==> config.mk <==
export PLATFORM = sky130hd
export DESIGN_NAME = phase_sequencer
export DESIGN_NICKNAME = d
export VERILOG_FILES = /design/src/rtl/phase_sequencer.sv
export SDC_FILE = /design/constraint.sdc
export NUM_CORES = 1
export LEC_CHECK = 0
export CAP_MARGIN = 20
export CORE_AREA = 2 2 46 48
export DETAILED_ROUTE_END_ITERATION = 7
export DIE_AREA = 0 0 48 50
export PLACE_DENSITY = 0.77
export SLEW_MARGIN = 20
export SYNTH_ARGS = -nofsm -noshare
export SYNTH_HDL_FRONTEND = slang
export SYNTH_SLANG_ARGS = --single-unit
export TNS_END_PERCENT = 30
==> constraint.sdc <==
create_clock -name clk -period 2.63 [get_ports clk]
set_clock_uncertainty 0.2 [all_clocks]
set_input_delay 0.789 -clock clk [delete_from_list [all_inputs] [get_ports clk]]
set_output_delay 0.789 -clock clk [all_outputs]
set_load 0.02 [all_outputs]
==> src/rtl/phase_sequencer.sv <==
// Programmable-period phase sequencer: a prescaler divides the clock by div+1 and
// steps a PW-bit phase ring up or down, with hold on en and synchronous preload.
module phase_sequencer #(
    parameter int unsigned PW = 2,
    parameter int unsigned CW = 6
) (
    input  logic          clk,
    input  logic          rst,
    input  logic          en,
    input  logic          dir,
    input  logic [CW-1:0] div,
    input  logic          load,
    input  logic [PW-1:0] load_phase,
    output logic [CW-1:0] cnt,
    output logic          tick,
    output logic [PW-1:0] phase,
    output logic          wrap
);

    localparam logic [PW-1:0] PHASE_LAST = '1;

    logic [CW-1:0] cnt_nxt;
    logic [PW-1:0] phase_nxt;
    logic          at_last;

    // State registers: prescaler count and phase ring
    always_ff @(posedge clk or negedge rst) begin
        if (!rst) begin
            cnt   <= '0;
            phase <= '0;
        end else begin
            cnt   <= cnt_nxt;
            phase <= phase_nxt;
        end
    end

    // Next-state and combinational strobes; >= lets a lowered div restart at once
    always_comb begin
        cnt_nxt   = cnt;
        phase_nxt = phase;
        tick      = rst & en & ~load & (cnt >= div);
        at_last   = dir ? (phase == '0) : (phase == PHASE_LAST);
        wrap      = tick & at_last;

        if (load) begin
            phase_nxt = load_phase;
            cnt_nxt   = '0;
        end else if (en) begin
            if (tick) begin
                cnt_nxt   = '0;
                phase_nxt = dir ? (phase - PW'(1)) : (phase + PW'(1));
            end else begin
                cnt_nxt = cnt + CW'(1);
            end
        end
    end

endmodule
# Word level (Yosys, flattened, before mapping)
# Index checks and enable logic that the tools add are counted.
[op_classes]
n_eq_ne = 1
mux = 8
bitwise = 5
n_reduce_logical = 4
n_lt_le_gt_ge = 1
n_addsub = 3
[ops]
columns = ["op", "n"]
rows = [
  ["$mux W6", 3],
  ["$mux W2", 4],
  ["$add A6 B1 Y6 const B", 1],
  ["$ge A6 B6 Y1", 1],
  ["$and A1 B1 Y1", 4],
  ["$reduce_bool A2 Y1", 2],
  ["$add A2 B1 Y2 const B", 1],
  ["$eq A2 B2 Y1 const B", 1],
  ["$logic_not A2 Y1", 1],
  ["$reduce_and A2 Y1", 1],
  ["$sub A2 B1 Y2 const B", 1],
  ["$mux W1", 1],
  ["$not A1 Y1", 1],
]
[word_totals]
input_bits = 13
out_inout_bits = 10
ff_bits = 8

# Longest topological paths before layout
[depth]
word_depth = 6
ltp_mapped = 6
depth_no_buf = 6

# Worst setup path after synthesis
# Ideal clock, no wire load.
[synth_timing]
kind = "input port to output port"
startpoint = "input div[0]"
endpoint = "output wrap"
t_required_ns = 1.641
path_slack_ns = -0.322
arrival_ns = 1.963
n_path_buf = 0
path_stages = 5
path_cell_list = "ha_1 -> or3b_1 -> o2111a_1 -> o21ai_2 -> nor3_1"
[synth_via]
elab_chain_len = 3
[synth_rtl]
columns = ["item", "line_no", "source"]
rows = [
  ["start, declared", "11", "input logic [CW-1:0] div,"],
  ["$ge A6 B6 Y1", "41", "tick = rst & en & ~load & (cnt >= div);"],
  ["$and A1 B1 Y1", "41", ""],
  ["$and A1 B1 Y1", "43", "wrap = tick & at_last;"],
  ["end, declared", "17", "output logic wrap"],
]
# Every way passes these cells.

# Worst setup path in the final report
# Ends and elaborated chain as after synthesis.

==> results_dict.tcl <==
set metrics [dict create \
    hold-worst-slack_ps 340 \
    crit_path_end_kind "primary output" \
    drt_first_pass_iters 4 \
    cts_tree "built" \
    synthFlopType "dfrtp_1" \
    detail_route.drc_violations 0 \
    ctsHoldBuffers 0 \
    chipHeight_um 50 \
    synth-seq-area-share 0.310 \
    drt-vias-per-instance 5.25 \
    path_max_fanout 3 \
    ys_top_cells_by_area "dfrtp_1 31%, ha_1 14%, nor3_1 5.4%" \
    floorplan.rows 16 \
    crit_family "simple AND/OR/NAND/NOR gates" \
    synth_top_cells_by_count "9 x nor2_1, 8 x dfrtp_1, 7 x ha_1, 7 x nor3_1, 6 x inv_1" \
    num-nets-final 139 \
    critical-path-max-stage-delay_ps 370 \
    violations "setup timing" \
    worst_pin_slew_ps 270 \
    asyncSetResetFlopFracSynth 1.00 \
    layout_area_growth_over_synthesis_pct 81.0 \
    globalRoute.totalOverflow 0 \
    vdd_drop_max_v 0.000170 \
    utilization 0.614 \
    layout.filler_cells 137 \
    finalCriticalPeriod_ps 2990 \
    p_leak_nw 0.512 \
    grt_util_all_layers 0.193 \
    tritoncts_num_sinks 8 \
    hold_path_class "input port to async pin" \
    finalWeightedCongestion 0.878 \
    antenna_diode_count 0 \
    initialDrtViolationCount 24 \
    die-area_um2 2400 \
    max_cap_viol_count 0 \
    residual_antenna_violating_net_count_after_detailed_routing 0 \
    rr_worst_depth 7 \
    max_freq_ghz 0.334 \
    worstPathBufferInverterCount 2 \
    synth-edff-count 0 \
    timing.critical_path.mode_cell "buf_6" \
    clk_root_buffer_cell "clkbuf_4" \
    detailedPlacementHpwl_um 1420 \
    final_critical_path_setup_slack_ps -362 \
    layout_worst_path_cycle_share 1.14 \
    io_buffer_count 22 \
    p_total_w 0.000362 \
    share_of_post_route_cells_with_drive_strength_above_1 0.402 \
    starting_density_of_the_core 0.339 \
    routed_wirelength_um 2070 \
    regArea_um2 200 \
    clk_pin_slew_worst_paths_ps 50 \
    worst_path_max_delay_cell "or3b_4" \
    drv_slew 0 \
    library_cell_occupying_the_most_area_in_the_post_synthesis_netlist "dfrtp_1" \
    ys_types 28 \
    synth_fp_nets 97 \
    setup_repair_after_global_routing_missed_its_margin "true" \
    slew_margin_rel 0.819 \
    postSynthRegisterBits 8 \
    initial_antenna_violation_count 0 \
    grt_start_max_net_pins 16 \
    yosysWarningCount 0 \
    area_of_combinational_cells_with_multiple_inputs_um2 528 \
    via_count_of_the_first_global_routing_pass 741 \
    worst_ep_arrival_time_ps 2000 \
    synth_area_per_cell_um2 8.38 \
    worstSetupPathType "input port to primary output" \
    clock_latency_ps 250 \
    synth_area_um2 646 \
    numCtsBuffers 3 \
    dr_total_vias 756 \
    synth_cells 77 \
    worstSetupPathDepth 7 \
    required_ps 1640 \
    cts_buffer_depth 2 \
    cp_cell_sequence "buf_6 -> ha_4 -> or3b_4 -> o2111a_2 -> o21ai_4 -> nor3_4 -> buf_6" \
    core_region_area_um2 1900 \
    h-tree-depth 1 \
    power-per-cell-area_nw_per_um2 310 \
    most_frequent_cell_after_synthesis "nor2_1" \
    status "finished, violations left" \
    hold_viol_final 0 \
    chipWidth_um 48 \
    boundaryPins 23 \
    detail_route.wl_per_cell_um 14.4 \
    wire_length_of_the_first_global_routing_pass_um 3240 \
    start_kind "input port" \
    final-setup-viol-count 2 \
    synth_largest_type_area_fraction 0.310 \
]
[worst paths after layout]
check                              startpoint                    to  slack, ps
setup / recovery                       div[0]                  wrap       -360
hold / removal                            rst    cnt[4]$_DFFE_PN0P_        340
setup reg to reg           cnt[0]$_DFFE_PN0P_  phase[1]$_DFFE_PN0P_        610
hold reg to reg            cnt[0]$_DFFE_PN0P_    cnt[0]$_DFFE_PN0P_        470
max in group asynchronous                 rst  phase[1]$_DFFE_PN0P_       1760
min in group clk           cnt[0]$_DFFE_PN0P_    cnt[0]$_DFFE_PN0P_        470
[layout make-up]
class                           instances  area share
Clock buffer                            3      0.0193
Inverter                                6      0.0193
Multi-Input combinational cell         60       0.452
Sequential cell                         8       0.171
Tap cell                               27      0.0289
Timing Repair Buffer                   40       0.309
[registers in the layout (all words and copies together), names as in the netlist]
register	cells
phase	2
cnt	6
[metrics by stage]
step / instance area, µm² / setup slack, ps / cells / TNS [ps]
2_1_floorplan: 688 / -147 / 77 / -286
3_3_place_gp: 1020 / -1180 / 135 / -2520
3_5_place_dp: 1020 / -1220 / 135 / -2970
4_1_cts: 1140 / -426 / 142 / -827
5_1_grt: 1170 / -425 / 144 / -807
6_report: 1170 / -362 / 144 / -712
[layout by cell type, fill, tap and decap left out, types with 2 or more instances in the layout]
cell type        Yosys  final
buf_4                0     18
clkdlybuf4s50_1      0     12
dfrtp_1              8      8
nor2_1               9      7
ha_4                 0      6
inv_2                0      5
nand2_1              5      5
nor3_1               7      5
nand3_1              5      4
buf_6                0      4
o211ai_1             3      3
xor2_1               3      3
clkbuf_4             0      3
dlygate4sd2_1        0      3
a21oi_1              2      2
o2111ai_1            2      2
nor2b_1              2      2
xnor2_1              2      2
dlymetal6s2s_1       0      2
[what timing repair did]
item	in CTS	in global routing
gates resized for setup	38	4
pin swaps	10	5
setup endpoints to repair	2	2
setup buffers	4	2
[cells by family (layout without fill, tap and decap cells)]
family,count (synthesis),after routing,share of synthesized area
xor+xnor,5,5,0.0678
flops,8,8,0.310
simple gates,34,34,0.262
compound gates,14,14,0.171
fa+ha+maj,7,7,0.136
buf+inv,9,49,0.0543
[metal layers]
metal | wire length, µm | vias to the layer above | GRT usage
met2 | 1070 | 37 | 0.309
met3 | 133 | 9 | 0.0403
met5 | 0 | - | 0
li1 | - | 359 | -
met4 | 74 | 0 | 0.117
met1 | 793 | 351 | 0.224
[power breakdown]
part	total (W)	internal, W	switching (W)
clock	0.0000901	0.0000520	0.0000381
sequential	0.000140	0.000131	0.00000934
combinational	0.000132	0.0000687	0.0000631
total	0.000362	0.000252	0.000111
Note: power is estimated with default switching activity, not from simulation.
